File: config.mk
export PLATFORM = sky130hd
export DESIGN_NAME = alu_arbiter_flat
export DESIGN_NICKNAME = d
export VERILOG_FILES = /design/src/rtl/calc_pkg.sv /design/src/rtl/alu_arbiter_if.sv /design/src/rtl/rr_arbiter.sv /design/src/rtl/alu_arbiter.sv /design/src/flat_wrapper.sv
export SDC_FILE = /design/constraint.sdc
export NUM_CORES = 1
export LEC_CHECK = 0
export ABC_AREA = 1
export BUFFER_PORTS_ARGS = -buffer_cell sky130_fd_sc_hd__buf_2
export CAP_MARGIN = 20
export CORE_UTILIZATION = 48
export DETAILED_ROUTE_END_ITERATION = 8
export PLACE_DENSITY = 0.86
export SYNTH_ARGS = -nofsm -noshare
export SYNTH_HDL_FRONTEND = slang
export SYNTH_HIERARCHICAL = 1
export SYNTH_SLANG_ARGS = --single-unit
File: constraint.sdc
create_clock -name clk_i -period 3.7 [get_ports clk_i]
set_input_delay 0.37 -clock clk_i [delete_from_list [all_inputs] [get_ports clk_i]]
set_output_delay 0.37 -clock clk_i [all_outputs]
set_load 0.02 [all_outputs]
File: src/rtl/calc_pkg.sv
// Shared calculator types plus the arbiter's state encoding and round-robin pick helper.
// No timing of its own; everything here is types and a pure combinational function.
// Backpressure: not applicable.
package calc_pkg;

   localparam int unsigned NumW   = 16;
   // Upper bound on requesters that rr_pick can search over.
   localparam int unsigned MaxReq = 32;

   typedef logic [NumW-1:0] num_t;

   typedef enum logic [1:0] {
      OP_ADD = 2'd0,
      OP_SUB = 2'd1,
      OP_MUL = 2'd2,
      OP_DIV = 2'd3
   } op_t;

   typedef enum logic [1:0] {
      S_IDLE    = 2'd0,
      S_ISSUE   = 2'd1,
      S_COLLECT = 2'd2,
      S_RETURN  = 2'd3
   } arb_state_t;

   // Mask-and-priority round robin: lowest set request at or above ptr wins;
   // if none is there, fall back to the lowest set request overall.
   // Returns 0 when nothing is requested (caller qualifies with |req).
   function automatic int unsigned rr_pick(input logic [MaxReq-1:0] req,
                                           input int unsigned       n,
                                           input int unsigned       ptr);
      int unsigned idx;
      logic        found;
      idx   = 0;
      found = 1'b0;
      for (int unsigned i = 0; i < MaxReq; i++) begin
         if (!found && i >= ptr && i < n && req[i]) begin
            idx   = i;
            found = 1'b1;
         end
      end
      for (int unsigned i = 0; i < MaxReq; i++) begin
         if (!found && i < n && req[i]) begin
            idx   = i;
            found = 1'b1;
         end
      end
      return idx;
   endfunction

endpackage

File: src/rtl/alu_arbiter_if.sv
// ALU-side handshake bundle: operands/op with in_valid/in_ready, result with out_valid/out_ready.
// Pure wiring, no latency.
// Backpressure: in_ready stalls issue, out_valid gates collection.
interface alu_arbiter_if;
   import calc_pkg::*;

   num_t left;
   num_t right;
   op_t  op;
   logic in_valid;
   logic in_ready;
   num_t result;
   logic out_valid;
   logic out_ready;

   // master: the arbiter driving the ALU
   modport master (
      output left, right, op, in_valid, out_ready,
      input  in_ready, result, out_valid
   );

   // slave: the ALU itself
   modport slave (
      input  left, right, op, in_valid, out_ready,
      output in_ready, result, out_valid
   );

endinterface

File: src/rtl/rr_arbiter.sv
// Combinational round-robin picker: request vector + pointer -> one-hot grant and index.
// Zero latency.
// Backpressure: none; grant is all-zero when no request is present.
module rr_arbiter
   import calc_pkg::*;
#(
   parameter int unsigned NumReq = 2
) (
   input  logic [NumReq-1:0]         req_i,
   input  logic [$clog2(NumReq)-1:0] ptr_i,
   output logic [NumReq-1:0]         gnt_o,
   output logic [$clog2(NumReq)-1:0] idx_o,
   output logic                      vld_o
);

   localparam int unsigned IdxW = $clog2(NumReq);

   logic [MaxReq-1:0] req_ext;
   int unsigned       pick;

   assign req_ext = MaxReq'(req_i);
   assign vld_o   = |req_i;

   always_comb begin
      pick = rr_pick(req_ext, NumReq, 32'(ptr_i));
   end

   assign idx_o = IdxW'(pick);

   always_comb begin
      gnt_o = '0;
      for (int unsigned i = 0; i < NumReq; i++) begin
         gnt_o[i] = vld_o && (pick == i);
      end
   end

endmodule

File: src/rtl/alu_arbiter.sv
// Shares one calc ALU between NumReq requesters, round-robin, one transaction in flight.
// Latency: accept N, alu_in_valid N+1, alu_out_ready N+2, req_out_valid N+3 (4-cycle throughput).
// Backpressure: req_in_ready only in idle; ALU/requester stalls hold state. ALU_ARB_TIMEOUT_EN adds a watchdog.
//
// Ports: clk_i/rst_ni (async active-low); req_* per-requester operand/op/valid in, one-hot
// ready/valid out with a shared result and error flag; alu (master modport) to the ALU.
module alu_arbiter
   import calc_pkg::*;
#(
   parameter int unsigned NumReq        = 2,
   parameter int unsigned TimeoutCycles = 255
) (
   input  logic              clk_i,
   input  logic              rst_ni,
   input  num_t              req_left_i  [NumReq],
   input  num_t              req_right_i [NumReq],
   input  op_t               req_op_i    [NumReq],
   input  logic [NumReq-1:0] req_in_valid_i,
   output logic [NumReq-1:0] req_in_ready_o,
   output num_t              req_result_o,
   output logic              req_err_o,
   output logic [NumReq-1:0] req_out_valid_o,
   input  logic [NumReq-1:0] req_out_ready_i,
   alu_arbiter_if.master     alu
);

   localparam int unsigned IdxW = $clog2(NumReq);

   arb_state_t state_q, state_d;
   logic [IdxW-1:0] rr_ptr_q, rr_ptr_d;
   logic [IdxW-1:0] grant_q, grant_d;
   num_t left_q, left_d;
   num_t right_q, right_d;
   op_t  op_q, op_d;
   num_t result_q, result_d;

   logic [NumReq-1:0] pick_gnt;
   logic [IdxW-1:0]   pick_idx;
   logic              pick_vld;

`ifdef ALU_ARB_TIMEOUT_EN
   localparam int unsigned CntW = $clog2(TimeoutCycles + 1);
   logic [CntW-1:0] cnt_q, cnt_d;
   logic            err_q, err_d;
   logic            expired;
   assign expired = (cnt_q == CntW'(TimeoutCycles - 1));
`else
   localparam int unsigned unused_timeout_cycles = TimeoutCycles;
`endif

   rr_arbiter #(.NumReq(NumReq)) u_rr (
      .req_i (req_in_valid_i),
      .ptr_i (rr_ptr_q),
      .gnt_o (pick_gnt),
      .idx_o (pick_idx),
      .vld_o (pick_vld)
   );

   always_comb begin
      state_d        = state_q;
      rr_ptr_d       = rr_ptr_q;
      grant_d        = grant_q;
      left_d         = left_q;
      right_d        = right_q;
      op_d           = op_q;
      result_d       = result_q;
      req_in_ready_o = '0;
`ifdef ALU_ARB_TIMEOUT_EN
      cnt_d          = cnt_q;
      err_d          = err_q;
`endif
      unique case (state_q)
         S_IDLE: begin
            // The only combinational output: ready follows the live pick.
            req_in_ready_o = pick_gnt;
            if (pick_vld) begin
               left_d  = req_left_i[pick_idx];
               right_d = req_right_i[pick_idx];
               op_d    = req_op_i[pick_idx];
               grant_d = pick_idx;
               state_d = S_ISSUE;
`ifdef ALU_ARB_TIMEOUT_EN
               cnt_d   = '0;
`endif
            end
         end
         S_ISSUE: begin
            // out_valid is deliberately not looked at here; collection starts next state.
            if (alu.in_ready) begin
               state_d = S_COLLECT;
            end
`ifdef ALU_ARB_TIMEOUT_EN
            else if (expired) begin
               result_d = '0;
               err_d    = 1'b1;
               state_d  = S_RETURN;
            end
            cnt_d = cnt_q + CntW'(1);
`endif
         end
         S_COLLECT: begin
            if (alu.out_valid) begin
               result_d = alu.result;
               state_d  = S_RETURN;
`ifdef ALU_ARB_TIMEOUT_EN
               err_d    = 1'b0;
`endif
            end
`ifdef ALU_ARB_TIMEOUT_EN
            else if (expired) begin
               result_d = '0;
               err_d    = 1'b1;
               state_d  = S_RETURN;
            end
            cnt_d = cnt_q + CntW'(1);
`endif
         end
         S_RETURN: begin
            if (req_out_ready_i[grant_q]) begin
               rr_ptr_d = (grant_q == IdxW'(NumReq - 1)) ? '0 : grant_q + IdxW'(1);
               state_d  = S_IDLE;
`ifdef ALU_ARB_TIMEOUT_EN
               err_d    = 1'b0;
`endif
            end
         end
         default: state_d = S_IDLE;
      endcase
   end

   always_ff @(posedge clk_i or negedge rst_ni) begin
      if (!rst_ni) begin
         state_q  <= S_IDLE;
         rr_ptr_q <= '0;
         grant_q  <= '0;
         left_q   <= '0;
         right_q  <= '0;
         op_q     <= OP_ADD;
         result_q <= '0;
`ifdef ALU_ARB_TIMEOUT_EN
         cnt_q    <= '0;
         err_q    <= 1'b0;
`endif
      end else begin
         state_q  <= state_d;
         rr_ptr_q <= rr_ptr_d;
         grant_q  <= grant_d;
         left_q   <= left_d;
         right_q  <= right_d;
         op_q     <= op_d;
         result_q <= result_d;
`ifdef ALU_ARB_TIMEOUT_EN
         cnt_q    <= cnt_d;
         err_q    <= err_d;
`endif
      end
   end

   // Moore outputs, decoded from registered state only.
   assign alu.left      = left_q;
   assign alu.right     = right_q;
   assign alu.op        = op_q;
   assign alu.in_valid  = (state_q == S_ISSUE);
   assign alu.out_ready = (state_q == S_COLLECT);
   assign req_result_o  = result_q;

`ifdef ALU_ARB_TIMEOUT_EN
   assign req_err_o = err_q;
`else
   assign req_err_o = 1'b0;
`endif

   always_comb begin
      req_out_valid_o = '0;
      for (int unsigned i = 0; i < NumReq; i++) begin
         req_out_valid_o[i] = (state_q == S_RETURN) && (grant_q == IdxW'(i));
      end
   end

endmodule

File: src/flat_wrapper.sv
// flat-port wrapper written by rule: the top's interface ports become plain ports
module alu_arbiter_flat import calc_pkg::*;
#(
   parameter int unsigned NumReq        = 2,
   parameter int unsigned TimeoutCycles = 255
)
  (clk_i, rst_ni, req_left_i, req_right_i, req_op_i, req_in_valid_i, req_in_ready_o, req_result_o, req_err_o, req_out_valid_o, req_out_ready_i, alu_left, alu_right, alu_op, alu_in_valid, alu_out_ready, alu_in_ready, alu_result, alu_out_valid);
  alu_arbiter_if alu_i ();
  input  logic clk_i;
  input  logic rst_ni;
  input  num_t req_left_i[NumReq];
  input  num_t req_right_i[NumReq];
  input  op_t req_op_i[NumReq];
  input  logic [NumReq-1:0] req_in_valid_i;
  output logic [NumReq-1:0] req_in_ready_o;
  output num_t req_result_o;
  output logic req_err_o;
  output logic [NumReq-1:0] req_out_valid_o;
  input  logic [NumReq-1:0] req_out_ready_i;
  output wire logic [$bits(alu_i.left)-1:0] alu_left;
  output wire logic [$bits(alu_i.right)-1:0] alu_right;
  output wire logic [$bits(alu_i.op)-1:0] alu_op;
  output wire logic [$bits(alu_i.in_valid)-1:0] alu_in_valid;
  output wire logic [$bits(alu_i.out_ready)-1:0] alu_out_ready;
  input wire logic [$bits(alu_i.in_ready)-1:0] alu_in_ready;
  input wire logic [$bits(alu_i.result)-1:0] alu_result;
  input wire logic [$bits(alu_i.out_valid)-1:0] alu_out_valid;
  assign alu_left = alu_i.left;
  assign alu_right = alu_i.right;
  assign alu_op = alu_i.op;
  assign alu_in_valid = alu_i.in_valid;
  assign alu_out_ready = alu_i.out_ready;
  assign alu_i.in_ready = alu_in_ready;
  assign alu_i.result = alu_result;
  assign alu_i.out_valid = alu_out_valid;
  alu_arbiter #(.NumReq(NumReq), .TimeoutCycles(TimeoutCycles)) u_core (.clk_i(clk_i), .rst_ni(rst_ni), .req_left_i(req_left_i), .req_right_i(req_right_i), .req_op_i(req_op_i), .req_in_valid_i(req_in_valid_i), .req_in_ready_o(req_in_ready_o), .req_result_o(req_result_o), .req_err_o(req_err_o), .req_out_valid_o(req_out_valid_o), .req_out_ready_i(req_out_ready_i), .alu(alu_i));
endmodule
# After elaboration in Yosys (flattened, before gate mapping)

Index checks and enable logic that the tools add are counted.

Register bits after elaboration: 54
Output and inout port bits: 57
Word-level logic and storage cells: 63

Add/sub/neg operators: 1
Order comparisons: 3
Equality and inequality tests: 8
Muxes and demuxes: 24
Bitwise gates (word level): 2
Reduce and logical (&&, ||, !) cells: 18

Operators by type and width:

| operator                                             | number |
|---|---|
| two-way mux 16 bit                                   | 6 |
| zero test 32 bit                                     | 1 |
| two-way mux 2 bit                                    | 8 |
| two-way mux 1 bit                                    | 9 |
| logical AND 1 bit                                    | 8 |
| one-hot mux 2 bit (4 select lines)                   | 1 |
| != test 2 x 1 -> 1 bit (second input constant)       | 3 |
| AND reduction 2 bit                                  | 3 |
| equality test 2 bit (second input constant)          | 2 |
| AND reduction 4 bit                                  | 1 |
| zero test 1 bit                                      | 3 |
| equality test 2 x 1 -> 1 bit (second input constant) | 1 |
| >= comparator 2 bit (second input constant)          | 1 |
| zero test 2 bit                                      | 1 |
| < comparator 1 x 2 -> 1 bit (second input constant)  | 1 |
| != test 2 bit (second input constant)                | 1 |
| NOT 1 -> 2 bit                                       | 1 |
| OR reduction 2 bit                                   | 1 |
| adder 1 bit (second input constant)                  | 1 |
| equality test 1 bit (second input constant)          | 1 |
| >= comparator 1 bit (first input constant)           | 1 |
| NOT 1 bit                                            | 1 |

# Longest topological paths before layout

Gate-level depths: netlist (run 1).

Depth in word-level cells: 16
Gate-level depth with buffers: 8
Depth with buffers taken out: 8

# Hierarchy

The synthesis (run 1) kept the hierarchy.

Modules (own cells, without submodules):

| module      | times used | cells an instance | area each (µm²) | seq. area each (µm²) |
|---|---|---|---|---|
| alu_arbiter | 1          | 265               | 2651.3          | 1351.3 |
| rr_arbiter  | 1          | 7                 | 30.0            | 0.0 |

# Worst setup path after synthesis (run 1)

No wires, ideal clock.

Path type: register to register
Start point: register u_core.state_q[0]
End point: register u_core.result_q[10], in the netlist u_core/req_result_o[10]
Setup time: 125 ps
Arrival time: 1416 ps
Required time: 3575 ps
Path slack: 2159 ps
Stages on the path, launching flop included: 6
Buffers on the path: 1
Period minus slack after synthesis: 1541 ps
Cell sequence: dfrtp_1 -> inv_1 -> ha_1 -> nand2_4 -> buf_12 -> mux2_4

Cells in the longest elaborated chain, start to end: 2

Ends and longest elaborated chain:

| what                                 | line               | RTL |
|---|---|---|
| from (decl)                          | alu_arbiter.sv:29  | `arb_state_t state_q, state_d;` |
| from (signal assigned)               | alu_arbiter.sv:145 | `state_q <= state_d;` |
| equality test 2 bit                  | n/a                |  |
| via alu_out_ready                    | flat_wrapper.sv:24 | `output wire logic [$bits(alu_i.out_ready)-1:0] alu_out_ready;` |
| AND reduction 2 bit (no source line) | n/a                |  |
| to (signal assigned)                 | alu_arbiter.sv:151 | `result_q <= result_d;` |
| to (decl)                            | alu_arbiter.sv:35  | `num_t result_q, result_d;` |

The timed path passes the listed nets, and every way through them passes these cells.
A chain may end at the register's enable or synchronous reset.

# Worst setup path after layout (run 1)

Start point: register u_core.state_q[0]
End point: register u_core.right_q[3], in the netlist u_core/alu.right[3]

Cells in the longest elaborated chain, start to end: 2

Ends and longest elaborated chain:

| what                                 | line               | RTL |
|---|---|---|
| zero test 2 bit                      | alu_arbiter.sv:72  | `unique case (state_q)` |
| AND reduction 2 bit (no source line) | n/a                |  |
| to (signal assigned)                 | alu_arbiter.sv:149 | `right_q <= right_d;` |
| to (decl)                            | alu_arbiter.sv:33  | `num_t right_q, right_d;` |

No other way between the ends.

==> qor.csv, run 1 <==
metric,value,unit
ant_nets,0,
fin_ws,1.853,ns
stdcell_count,484,
pre_cts_slack,1.882,ns
cts_setup_buffers,0,
fmax,541.3,MHz
cts.htree.levels,2,
fill_cells,430,
power_frac_seq,34.7,%
coreArea,0.005238,mm²
cts_tree,built,
syn_area_per_cell,9.858,µm²
hold_viol_final,0,
powerDensity,870.5,mW/mm²
min_period,1.847,ns
multi_input_area,0.001145,mm²
final_max_slew_viol_count,0,
io_buffer_count,147,
start_util,51.19,%
fin_crit_sh,49.93,%
tightest_slew,0.6657,ns
cp-startpoint,u_core/state_q[0],
synth_nets,369,
globalplace.congestion,0.7653,
cp-end-kind,flop,
cts-root-buf,clkbuf_8,
seqCellArea,0.001351,mm²
rr_startpoint,u_core/state_q[0],
die_h,76.74,µm
hpwlAfterDp,4630,µm
drc_errors,0,
grt_pass1_wl,10820,µm
drt_first_pass_iters,4,
ys_ff_latch,54,
insertion_delay,0.30,ns
grt_pass1_vias,2516,
cp_slowest_cell,dfrtp_1,
cap_violations,0,
die_w,76.74,µm
clk_path_buf_depth,2,
cts-resized-gates,0,
die_area,0.005889,mm²
pwr-share-comb,54.3,%
dp_cells,476,
rsz0062_at_grt,no,
startpoint_type,flop,
drive_above_1_share,50.24,%
antenna_found_initial,0,
vdd_ir_drop_max,0.0005448,V
hold_path_class,in -> async,
final_cell_mix,"buf_2, dfrtp_1, nand2_1, a21oi_1, nor2_1",
status,completed,
syn_area,0.002681,mm²
path_cells,inv_1 -> ha_1 -> nand2_4 -> inv_4 -> nor2_1 -> a21oi_1,
n_antenna_cell,0,
critPathBufInv,2,
synth.distinct_cells,21,
synth_cells,272,
track_usage,23.06,%
dpl_cell_area,0.003393,mm²
slowest_delay,0.43,ns
cts_sinks,54,
path_class,reg -> reg,
cp.arrival,2.07,ns
vias_per_cell,4.944,
grt_max_degree,55,
switching_share,45.30,%
p_int,1659,µW
final-setup-viol-count,0,
post_drt_wl_per_cell,13.37,µm
yosysWarnings,6,
placementRows,26,
required,3.92,ns
seq_area_frac_synth,50.40,%
top_level_ports,149,
leakagePower,0.001819,µW
syn2layout_area_growth,29.96,%
cts-buffers-inserted,5,
p_clk_share,11.0,%
stdcell_area,0.003485,mm²
vias,2393,
path_delay_family,buffers and inverters,
routed_wl,6470,µm
fin_tns_setup,0,ns
nets,510,
grt_overflow,0,
worst-path-max-fanout,37,
max_slew_margin,55.62,%
layout_commonest_cell,buf_2,
drt_iter0_drc,116,
switchingPower,1374,µW
fin_skew,0.005345,ns
cts.clk_slew.worst_paths,0.09,ns
hold_buffers,0,
==> synth_stat cells <==
cell type / n / area [µm²]
inv_1: 13 / 48.80
mux2_2: 6 / 67.56
buf_4: 4 / 30.03
buf_6: 6 / 67.56
nand3_1: 3 / 15.01
mux2_4: 10 / 150.1
inv_4: 1 / 6.260
a21oi_1: 41 / 205.2
o21ai_0: 2 / 10.01
nor2_1: 37 / 138.9
nand2_4: 2 / 22.52
a21oi_2: 30 / 262.8
nand2_1: 49 / 183.9
conb_1: 1 / 3.750
o21ai_1: 1 / 5.000
inv_2: 1 / 3.750
buf_2: 4 / 20.02
dfrtp_1: 54 / 1351
buf_12: 1 / 20.02
or2_2: 1 / 6.260
ha_1: 5 / 62.56
==> layout make-up <==
cell class,count,area share (%)
Clock buffer,7,2.478
Multi-Input combinational cell,188,32.85
Tap cell,70,2.513
Inverter,15,1.688
Sequential cell,54,38.78
Clock inverter,1,0.1436
Timing Repair Buffer,149,21.54
==> registers in the layout, indices dropped and copies added (netlist names) <==
register,cells
u_core/req_result_o,16
u_core/rr_ptr_q,1
u_core/alu.right,16
u_core/alu.op,2
u_core/grant_q,1
u_core/alu.left,16
u_core/state_q,2
==> worst paths after layout <==
| kind | to | slack, ns | cells past startpoint |
|---|---|---|---|
| max | u_core/alu.right[3] | 1.85 | 6 |
| min | u_core/req_result_o[14] | 0.17 | 2 |
| max in group asynchronous | u_core/alu.left[5] | 3.08 | 2 |
| min in group clk_i | u_core/req_result_o[10] | 0.29 | 2 |
| max reg2reg | u_core/alu.right[3] | 1.85 | 6 |
| min reg2reg | u_core/req_result_o[15] | 0.51 | 1 |
==> metrics by stage <==
step	power, µW	util [%]	hold WS (ns)
floorplan	2270	-	0.07441
global placement	2646	64.79	0.4815
detailed placement	2718	64.79	0.4889
CTS	3054	66.53	0.2104
global route	3254	66.53	0.2348
finish	3033	66.53	0.1728
==> logic make-up (layout without fill, tap and decap cells) <==
group	Yosys count	after routing	share of synthesized area (%)
multiplexers	16	16	8.119
other	1	1	0.1399
flip-flops	54	54	50.40
AO/OA/AOI/OAI	74	74	18.01
buffers and inverters	30	172	7.326
AND/OR/NAND/NOR	92	92	13.67
adder cells (fa/ha/maj)	5	5	2.333
==> layer usage <==
metal | vias up | global-route usage [%] | wire, µm
li1 | 1163 | - | -
met1 | 1105 | 26.73 | 2616
met2 | 112 | 41.52 | 3269
met3 | 13 | 3.571 | 474
met4 | 0 | 10.58 | 110
met5 | - | 0 | 0
==> worst register-to-register path: cells and delay by family (launching register included) <==
family	cells	cell delay [ns]
flops	1	0.43
fa+ha+maj	1	0.28
buf+inv	2	0.52
compound gates	1	0.15
simple gates	2	0.40
==> power groups by stage <==
| stage | sequential (µW) | combinational (µW) | clock (µW) |
|---|---|---|---|
| floorplan | 1400 | 871 | 0 |
| global placement | 1050 | 1600 | 0 |
| detailed placement | 1060 | 1650 | 0 |
| CTS | 1050 | 1650 | 345 |
| global route | 1090 | 1790 | 370 |
| finish | 1050 | 1650 | 334 |
Power figures use the tool's default switching activity.
==> run 2: changes to the inputs <==
Settings changed: ABC_AREA 1 to 0, CORE_UTILIZATION 48 to 43, PLACE_DENSITY 0.86 to 0.8.
Clock period 3.7 ns to 1.9 ns, I/O delays scaled along.
==> run 2 against run 1 <==
Against the previous run: maximum frequency grew 4.3%; area after synthesis shrank 7.6%; synthesized cell count is 20% lower; core utilization is 5.1 points lower; combinational power grew 74%; routed wire length fell by 14%; critical path type unchanged; critical endpoint is now u_core/state_q[1]; first-iteration DRC count down 28%; global-route usage fell by 4.5 points; largest power group unchanged.
==> qor.csv, run 2 <==
metric,value,unit
cts_sinks,54,
yosysWarnings,6,
fmax,564.7,MHz
hpwlAfterDp,4247,µm
max_slew_margin,55.78,%
post_drt_wl_per_cell,12.82,µm
powerDensity,1607,mW/mm²
rsz0062_at_grt,no,
fin_skew,0.005523,ns
routed_wl,5576,µm
cts.htree.levels,2,
final_cell_mix,"buf_2, dfrtp_1, mux2i_1, nor2_1, a21oi_1",
stdcell_count,435,
rr_startpoint,u_core/state_q[0],
synth_nets,315,
synth.area.top_cells,"dfrtp_1, mux2i_1, mux2_2, a21oi_1, nor2_1",
yosysMostFrequentCell,dfrtp_1,
grt_pass1_wl,8818,µm
required,2.09,ns
p_int,3130,µW
yosysTopAreaCell,dfrtp_1,
die_h,77.91,µm
die_w,77.91,µm
hold_viol_final,0,
track_usage,18.59,%
synthTopCellsByCount,"dfrtp_1, mux2i_1, a21oi_1, nor2_1, mux2_2",
coreArea,0.005540,mm²
tightest_slew,0.6633,ns
syn_area_per_cell,11.36,µm²
synth_edf_count,0,
globalplace.congestion,0.7301,
final_core_util,61.40,%
reg2regPathDepth,5,
grt_overflow,0,
status,completed,
switching_share,42.74,%
timing.rr.end,u_core/state_q[1],
clk_path_buf_depth,2,
placementRows,27,
path_class,reg -> reg,
cts-root-buf,clkbuf_8,
syn2layout_area_growth,37.32,%
drive_above_1_share,49.59,%
grt_max_degree,55,
drt_iter0_drc,84,
die_area,0.006069,mm²
synth_flop_cell,dfrtp_1,
ant_nets,0,
power_frac_seq,37.1,%
n_antenna_cell,0,
dp_cells,428,
top_level_ports,149,
synth_top_area_share,54.55,%
hold_path_class,in -> async,
vdd_ir_drop_max,0.0008859,V
cap_violations,0,
fin_crit_sh,93.20,%
cp-end-kind,flop,
layout_commonest_cell,buf_2,
seq_area_frac_synth,54.55,%
insertion_delay,0.29,ns
final-setup-viol-count,0,
async_reset_ff_share,100.0,%
drt_first_pass_iters,4,
vias_per_cell,4.832,
p_total,5466,µW
fin_tns_setup,0,ns
syn_area,0.002477,mm²
final_max_slew_viol_count,0,
switchingPower,2336,µW
ys_ff_latch,54,
rrSetupSlack,0.13,ns
antenna_found_initial,0,
pwr-share-comb,52.4,%
worst-path-max-fanout,4,
io_buffer_count,147,
cts_tree,built,
startpoint_type,flop,
nets,460,
cp.arrival,1.96,ns
min_period,1.771,ns
drc_errors,0,
cts-buffers-inserted,5,
synth_cells,218,
start_util,44.72,%
vias,2102,
synth.distinct_cells,21,
leakagePower,0.001764,µW
grt_pass1_vias,2027,
cts.clk_slew.worst_paths,0.09,ns
p_clk_share,10.5,%
==> run 2: cell type report <==
class / count / area, µm²
Fill cell: 481 / 2138
Sequential cell: 54 / 1351
Multi-Input combinational cell: 147 / 1075
Timing Repair Buffer: 152 / 798.3
Tap cell: 72 / 90.09
Clock buffer: 7 / 76.32
Inverter: 3 / 11.26
==> run 2: cell families after synthesis <==
family | Yosys count | share of synthesized area (%)
and+or+nand+nor | 47 | 8.182
muxes | 54 | 22.73
buffers and inverters | 17 | 3.081
other | 1 | 0.1514
adders and majority gates | 5 | 2.525
DFF | 54 | 54.55
AOI/OAI and AO/OA | 40 | 8.788
==> run 2: how the worst max path moves through the flow <==
stage / from / slack [ns] / depth (start not counted) / endpoint
floorplan: u_core/state_q[0] / 0.1 / 5 / u_core/state_q[1]
global placement: u_core/state_q[0] / 0.17 / 5 / u_core/state_q[1]
detailed placement: u_core/state_q[0] / 0.05 / 5 / u_core/state_q[1]
CTS: u_core/state_q[0] / 0.04 / 5 / u_core/state_q[1]
global route: u_core/state_q[0] / 0.03 / 5 / u_core/state_q[1]
finish: u_core/state_q[0] / 0.13 / 5 / u_core/state_q[1]
==> run 2: critical path, cell delays in order, from the launching register on <==
cell and delay (ns):
dfrtp_1 0.38, inv_1 0.10, ha_1 0.24, nor2b_1 0.17, a2111oi_4 0.39, mux2_2 0.38
==> run 2: per-layer routing <==
layer | up-vias | global-route usage (%) | share of wire, %
li1 | 1030 | - | -
met1 | 969 | 20.67 | 40
met2 | 98 | 34.87 | 50
met3 | 5 | 5.529 | 9.0
met4 | 0 | 3.889 | 0.61
met5 | - | 0 | 0
==> run 2: metrics by stage <==
stage / hold slack, ns / setup slack, ns / area (µm²)
finish: 0.01228 / 0.1291 / 3402
global route: 0.06552 / 0.03104 / 3402
CTS: 0.02636 / 0.04281 / 3390
detailed placement: 0.3492 / 0.05371 / 3313
global placement: 0.3539 / 0.1651 / 3313
floorplan: -0.1056 / 0.09859 / 2477
==> run 2: repair_timing <==
item,in CTS,in global routing
hold buffers,0,0
endpoints found under the setup margin,0,1
gates resized for setup,0,1
setup buffers,0,0
==> run 2: power by group through the flow <==
| stage | Sequential [µW] | Clock [µW] | Combinational (µW) |
|---|---|---|---|
| floorplan | 2700 | 0 | 1220 |
| global placement | 2010 | 0 | 2770 |
| detailed placement | 2050 | 0 | 2870 |
| CTS | 2030 | 613 | 2870 |
| global route | 2110 | 649 | 3140 |
| finish | 2030 | 573 | 2870 |
==> run 3: changes to the inputs <==
Settings changed: RECOVER_POWER from default to 25.
==> run 3 against run 2 <==
Against the previous run: largest cell class unchanged; maximum frequency decreased by 0.61%; count of clock-buffer cells in the layout unchanged; largest power group unchanged; worst setup slack got worse by 0.011 ns; register-to-register slack about the same; hold slack improved by 0.11 ns; first-iteration DRC count unchanged; critical path depth did not move; combinational power barely moved; die area did not move; sequential power is essentially flat; flip-flop and latch count unchanged.
==> qor.csv, run 3 (synthesis results as in run 2) <==
metric,value,unit
status,completed,
globalplace.congestion,0.7301,
placementRows,27,
vdd_ir_drop_max,0.0008864,V
final_cell_mix,"buf_2, dfrtp_1, mux2i_1, nor2_1, a21oi_1",
insertion_delay,0.29,ns
cts.htree.levels,2,
fin_skew,0.005474,ns
die_w,77.91,µm
hold_viol_final,0,
grt_pass1_wl,8818,µm
routed_wl,5590,µm
top_level_ports,149,
leakagePower,0.001763,µW
powerDensity,1608,mW/mm²
final-setup-viol-count,0,
cp-end-kind,flop,
seqCellArea,0.001351,mm²
hpwlAfterDp,4247,µm
multi_input_area,0.001075,mm²
fill_cells,482,
worst-path-max-fanout,4,
cts-buffers-inserted,5,
drc_errors,0,
grt_overflow,0,
cts_sinks,54,
fin_tns_setup,0,ns
p_total,5467,µW
required,2.09,ns
path_cells,inv_1 -> ha_1 -> nor2b_1 -> a2111oi_4 -> mux2_2,
final_max_slew_viol_count,0,
dp_cells,428,
antenna_found_initial,0,
post_drt_wl_per_cell,12.85,µm
hold_path_class,in -> reg,
cts_tree,built,
path_delay_family,flip-flops,
slowest_delay,0.39,ns
drt_iter0_drc,84,
vias,2101,
cp.arrival,1.97,ns
nets,460,
fin_crit_sh,93.77,%
start_util,44.72,%
layout_commonest_cell,buf_2,
min_period,1.782,ns
cp_slowest_cell,dfrtp_1,
n_antenna_cell,0,
path_class,reg -> reg,
cap_violations,0,
vias_per_cell,4.830,
drive_above_1_share,49.59,%
hold_buffers,0,
tightest_slew,1.293,ns
cts.clk_slew.worst_paths,0.09,ns
stdcell_count,435,
fmax,561.3,MHz
drt_first_pass_iters,4,
rsz0062_at_grt,no,
grt_max_degree,55,
syn2layout_area_growth,37.22,%
coreArea,0.005540,mm²
track_usage,18.59,%
startpoint_type,flop,
max_slew_margin,13.77,%
cts-root-buf,clkbuf_8,
clk_path_buf_depth,2,
critPathBufInv,1,
io_buffer_count,147,
die_area,0.006069,mm²
die_h,77.91,µm
ant_nets,0,
grt_pass1_vias,2027,
-- run 3: repair_timing --
action,in CTS,in global routing
setup endpoints to repair,0,1
gates resized for setup,0,1
buffers inserted,0,0
-- run 3: stage by stage --
| stage | utilization (%) | area [µm²] | hold WS [ns] | setup WS (ns) |
|---|---|---|---|---|
| final | 61.36 | 3400 | 0.1213 | 0.1183 |
| after global routing | 61.36 | 3400 | 0.1006 | 0.03104 |
| after CTS | 61.18 | 3390 | 0.02636 | 0.04281 |
| after detailed placement | 59.80 | 3313 | 0.3492 | 0.05371 |
| after global placement | 59.80 | 3313 | 0.3539 | 0.1651 |
| after floorplan | - | 2477 | -0.1056 | 0.09859 |
-- run 3: area by class of cell --
type	instances	area share (%)
sequential	54	39.75
tap	72	2.650
inverter	3	0.3312
multi-input combinational	147	31.62
clock buffer	7	2.245
timing repair buffer	152	23.41
-- run 3: worst register-to-register path: cells and delay by family, from the launching register on --
kind | cells | cell delay, ns
buffers and inverters | 1 | 0.10
adder cells (fa/ha/maj) | 1 | 0.24
AO/OA/AOI/OAI | 1 | 0.39
multiplexers | 1 | 0.38
AND/OR/NAND/NOR | 1 | 0.17
flip-flops | 1 | 0.39
-- run 3: path summary, 6_finish.rpt --
check                                        start                       to  slack, ns  depth (start not counted)
min in group asynchronous                   rst_ni      u_core/alu.right[2]       0.26                          2
max in group asynchronous                   rst_ni      u_core/alu.right[9]       0.87                          2
min                                  alu_result[3]   u_core/req_result_o[3]       0.12                          2
max reg2reg                      u_core/state_q[0]        u_core/state_q[1]       0.12                          5
min reg2reg                u_core/req_result_o[10]  u_core/req_result_o[10]       0.50                          1
max                              u_core/state_q[0]        u_core/state_q[1]       0.12                          5
-- run 3: power by group --
| group | leakage (µW) | internal [µW] | switching (µW) | total, µW |
|---|---|---|---|---|
| logic | 0.00112 | 1150 | 1720 | 2860 |
| clock network | 0.0000383 | 254 | 318 | 573 |
| registers | 0.000607 | 1730 | 301 | 2030 |
-- run 3: per-layer routing --
layer / up-vias / wire length [µm] / global-route usage (%)
met5: - / 0 / 0
li1: 1030 / - / -
met4: 0 / 34 / 3.889
met3: 5 / 504 / 5.529
met2: 100 / 2799 / 34.87
met1: 966 / 2251 / 20.67
